File: config.mk
export PLATFORM = sky130hd
export DESIGN_NAME = fifo_wr_arb
export DESIGN_NICKNAME = d
export VERILOG_FILES = /design/src/rtl/fifo_wr_arb.sv
export SDC_FILE = /design/constraint.sdc
export NUM_CORES = 1
export LEC_CHECK = 0
export BUFFER_PORTS_ARGS = -buffer_cell sky130_fd_sc_hd__buf_2
export CAP_MARGIN = 0
export CORE_UTILIZATION = 45
export DETAILED_ROUTE_END_ITERATION = 10
export PLACE_DENSITY = 0.8
export SLEW_MARGIN = 0
export SYNTH_ARGS = -nofsm -noshare
export SYNTH_HDL_FRONTEND = slang
export SYNTH_SLANG_ARGS = --single-unit
File: constraint.sdc
create_clock -name wclk -period 2 [get_ports wclk]
set_input_delay 0 -clock wclk [delete_from_list [all_inputs] [get_ports wclk]]
set_output_delay 0 -clock wclk [all_outputs]
set_load 0.05 [all_outputs]
File: src/rtl/fifo_wr_arb.sv
// Round-robin arbiter that shares one async-FIFO write port among NREQ valid/ready requesters.
// A grant lasts up to BURST accepted beats; wfull blocks the write combinationally in the same cycle.
module fifo_wr_arb #(
  parameter  int NREQ  = 4,
  parameter  int DSIZE = 8,
  parameter  int BURST = 4,
  localparam int IDW   = $clog2(NREQ)
) (
  input  logic                  wclk,
  input  logic                  wrst_n,
  input  logic [NREQ-1:0]       req_valid,
  input  logic [NREQ*DSIZE-1:0] req_data,
  output logic [NREQ-1:0]       req_ready,
  input  logic                  wfull,
  output logic                  winc,
  output logic [DSIZE-1:0]      wdata,
  output logic                  gnt_vld,
  output logic [IDW-1:0]        gnt_id
);

  localparam logic [0:0]     S_IDLE    = 1'b0;
  localparam logic [0:0]     S_GRANT   = 1'b1;
  localparam logic [IDW-1:0] LAST_IDX  = IDW'(NREQ - 1);
  localparam logic [3:0]     BCNT_LAST = 4'(BURST - 1);

  logic [0:0]     state_q,   state_d;
  logic [IDW-1:0] gnt_id_q,  gnt_id_d;
  logic [IDW-1:0] last_id_q, last_id_d;
  logic [3:0]     bcnt_q,    bcnt_d;

  logic           accept;
  logic           pick_vld;
  logic [IDW-1:0] pick_id;
  logic [IDW-1:0] cand;
  logic [DSIZE-1:0] req_data_a [NREQ];

  for (genvar g = 0; g < NREQ; g++) begin : g_unpack
    assign req_data_a[g] = req_data[g*DSIZE +: DSIZE];
  end

  // Search starts one past the last served requester and wraps at NREQ-1.
  // NOTE: every always_comb assigns defaults first so no path can infer a latch.
  always_comb begin
    cand     = last_id_q;
    pick_vld = 1'b0;
    pick_id  = '0;
    for (int k = 0; k < NREQ; k++) begin
      cand = (cand == LAST_IDX) ? '0 : cand + 1'b1;
      if (!pick_vld && req_valid[cand]) begin
        pick_vld = 1'b1;
        pick_id  = cand;
      end
    end
  end

  assign gnt_vld = (state_q == S_GRANT);
  assign gnt_id  = gnt_id_q;

  // Write-port steering; wfull reaches winc and req_ready with no register in between.
  always_comb begin
    accept    = 1'b0;
    winc      = 1'b0;
    req_ready = '0;
    wdata     = '0;
    if (state_q == S_GRANT) begin
      accept              = req_valid[gnt_id_q] & ~wfull;
      winc                = accept;
      req_ready[gnt_id_q] = ~wfull;
      wdata               = req_data_a[gnt_id_q];
    end
  end

  always_comb begin
    state_d   = state_q;
    gnt_id_d  = gnt_id_q;
    last_id_d = last_id_q;
    bcnt_d    = bcnt_q;
    case (state_q)
      S_IDLE: begin
        if (pick_vld) begin
          state_d  = S_GRANT;
          gnt_id_d = pick_id;
          bcnt_d   = '0;
        end
      end
      default: begin
        if (accept && (bcnt_q == BCNT_LAST)) begin
          state_d   = S_IDLE;
          last_id_d = gnt_id_q;
        end else if (accept) begin
          bcnt_d = bcnt_q + 4'd1;
        end else if (!req_valid[gnt_id_q]) begin
          // Requester released early; a wfull stall with valid held keeps the grant.
          state_d   = S_IDLE;
          last_id_d = gnt_id_q;
        end
      end
    endcase
  end

  // NOTE: sequential state uses non-blocking assignments so all flops sample pre-edge values.
  always_ff @(posedge wclk or negedge wrst_n) begin
    if (!wrst_n) begin
      state_q   <= S_IDLE;
      gnt_id_q  <= '0;
      last_id_q <= LAST_IDX;
      bcnt_q    <= '0;
    end else begin
      state_q   <= state_d;
      gnt_id_q  <= gnt_id_d;
      last_id_q <= last_id_d;
      bcnt_q    <= bcnt_d;
    end
  end

endmodule

==> out/results.tsv <==
stage	metric	value	unit
setup_path	critical path endpoint category	register	
floorplanning	Starting Density	47.63	%
placed_design	DP Worst Slack	0.04611	ns
job	maxcap violations	0	
setup_path	most frequent cell on the critical path	o211ai_1	
floorplanning	core footprint	2191	um2
placed_design	Placer Congestion	0.8372	
global_routing	antenna violations before repair	0	
drt	vias post-DR	1139	
placed_design	Detailed Place HPWL	2.010	mm
timing	Fmax	536.5	MHz
global_routing	largest net degree at the start of global routing	16	
timing	Slew @ Worst Pin	0.3444	ns
yosys	Synth Instances	116	
clock_network	clock latency on the worst-skew pair	0.28	ns
outcome	status	complete, no violations	
power	Cell Pwr Density	1858	nW/um2
final_layout	FF+latch area	229.0	um2
floorplanning	Die Y-Extent	50.16	um
setup_path	startpoint types	register	
drt	ANT nets after route	0	
yosys	number of synthesized flops with an enable pin	0	
final_layout	nets	212	
floorplanning	row count	17	
final_layout	most common cell after layout, fill and taps aside	buf_2	
timing	final period utilization	93.20	%
final_layout	area of the multi-input gates	755.7	um2
timing	clock period minus worst slack	1.864	ns
timing	Slew Limit Fails	0	
yosys	dominant synthesized flop cell	dfrtp_1	
yosys	Post-Syn Area	1044	um2
timing	Slew headroom	76.98	%
setup_path	crit path cell chain	ha_4 -> buf_12 -> inv_1 -> a2111oi_1 -> o211ai_1 -> o211ai_1 -> a21oi_1	
setup_path	Crit-path slowest cell	dfstp_2	
yosys	syn_nets	157	
final_layout	diode count	0	
power	P_leak	0.6520	nW
clock_network	Reg clk slew, reported paths	0.07	ns
yosys	#FFs+latches synth	9	
setup_path	Worst EP required	2.17	ns
global_routing	first-pass GRT wire length	4.360	mm
drt	DR pass1 iterations	4	
drt	wirelength, routed	2.672	mm
global_routing	vias in the first global route	1036	
clock_network	clock root buffer	clkbuf_4	
yosys	Avg Inst Size Synth	8.996	um2
placed_design	IO Port Bufs	54	
timing	clock skew	0.008223	ns
yosys	Netlist cell types	39	
yosys	Seq/Total Area, Yosys	21.82	%
power	maximum VDD drop	1.030	mV
final_layout	share of cells above drive strength 1	48.82	%
setup_path	slowest cell delay on critical path	0.59	ns
clock_network	H-tree levels	1	
final_layout	commonest cells after routing, fill and taps aside	buf_2, nand2_1, mux4_2	
yosys	yosys warns	0	
drt	DRC	0	
yosys	leading post-synthesis cells by cell area	mux4_2, dfrtp_1, and2_1, dfstp_2, nand2_1	
timing	setup TNS	0	ns
clock_network	Longest Clk Path Bufs	2	
timing	Final Hold Vio Count	0	
setup_path	WP data arrival	2.04	ns
global_routing	GRT Total Usage	22.60	%
hold_path	Hold Path Class	in2async	
clock_network	Sink Count	9	
yosys	share of the synthesized area in the top cell type	21.58	%
clock_network	CTS tree	done	
clock_network	post-CTS setup buffers	0	
yosys	post-synth top area cell	mux4_2	
floorplanning	IO Pins	55	
final_layout	fill count	166	
drt	DR WL/cell	13.49	um
timing	hold_ws	0.09540	ns
timing	final setup vio count	0	
timing	setup ws final	0.1361	ns
final_layout	Layout area overhead	34.53	%
yosys	asr flop ratio synth	100.0	%
setup_path	worst-path fanout max	13	
floorplanning	DIE AREA	2516	um2
floorplanning	Die Span X	50.16	um
setup_path	Crit Path Class	reg2reg	
global_routing	GR Overflow Total	0	
drt	initial drt markers	27	
clock_network	total CTS buffers	3	
timing	RSZ-0062 raised after global routing	false	
drt	post-DR vias/cell	5.753	
synthesized netlist by cell type, types with 3 or more instances:
master    number
buf_2          4
buf_6          3
nor4_1         3
inv_1          5
o211ai_1       3
mux4_2        10
clkbuf_1       3
nand3_1        3
nand2_1       11
dfrtp_1        7
nor2_1         9
and2_1         9
nor3_1         3
o21ai_0        4
a21oi_1        6
final cells by class:
| type | count | area share [%] |
|---|---|---|
| clock inverter | 1 | 0.3565 |
| tap | 28 | 2.496 |
| multi-input combinational | 91 | 53.83 |
| timing repair buffer | 61 | 24.06 |
| clock buffer | 3 | 1.604 |
| sequential | 9 | 16.31 |
| inverter | 5 | 1.337 |
critical path, delay by kind of cell (launching register included):
family | cells | cell delay, ns
compound gates | 4 | 0.77
buf+inv | 2 | 0.22
flops | 1 | 0.59
fa+ha+maj | 1 | 0.17
sequential cells by signal (all words and copies together) (netlist names):
register   flops
bcnt_q         4
last_id_q      2
gnt_vld        1
gnt_id         2
per-layer routing:
layer  up-vias  global-route usage (%)  routed length [um]  share of wire [%]
met5         -                       0                   0                  0
met4         0                   9.048                  34                1.3
met3         3                   5.758                 256                9.6
met2        59                   39.11                1294                 48
met1       533                   26.37                1086                 41
li1        544                       -                   -                  -
logic make-up after synthesis:
kind of cell	Yosys count	share of synthesized area, %
AOI/OAI and AO/OA	26	16.43
DFF	9	21.82
muxes	13	24.70
adders and majority gates	2	2.398
xor gates and xnor gates	4	3.358
buffers and inverters	16	8.513
and+or+nand+nor	46	22.78
what timing repair did:
| action | 4_1_cts | 5_1_grt |
|---|---|---|
| resized for setup | 0 | 4 |
| hold buffers | 1 | 0 |
| setup endpoints to repair | 0 | 2 |
| endpoints found under the hold margin | 9 | 0 |
worst paths after layout:
kind | startpoint | to | slack [ns] | depth (start not counted)
max in group asynchronous | wrst_n | last_id_q[0]$_DFFE_PN1P_ | 1.66 | 2
min in group wclk | wfull | gnt_vld$_DFF_PN0_ | 0.17 | 4
setup / recovery | last_id_q[0]$_DFFE_PN1P_ | gnt_id[1]$_DFFE_PN0P_ | 0.14 | 7
setup reg to reg | last_id_q[0]$_DFFE_PN1P_ | gnt_id[1]$_DFFE_PN0P_ | 0.14 | 7
hold reg to reg | bcnt_q[3]$_DFFE_PN0P_ | bcnt_q[3]$_DFFE_PN0P_ | 0.54 | 2
hold / removal | wrst_n | gnt_id[1]$_DFFE_PN0P_ | 0.1 | 2
metrics by stage:
step	std cells	area, um2	total power [mW]	utilization [%]
4_1_cts	198	1381	2.524	63.05
3_3_place_gp	193	1344	2.319	61.34
6_report	198	1404	2.608	64.08
2_1_floorplan	116	1060	1.943	-
5_1_grt	198	1404	2.791	64.08
3_5_place_dp	193	1344	2.362	61.34
power by group:
part / switching [mW] / total [mW] / leakage (nW) / internal (mW)
combinational: 1.27 / 2.12 / 0.526 / 0.852
sequential: 0.0594 / 0.330 / 0.108 / 0.271
clock: 0.0798 / 0.154 / 0.0177 / 0.0745
Note: power is estimated with default switching activity, not from simulation.
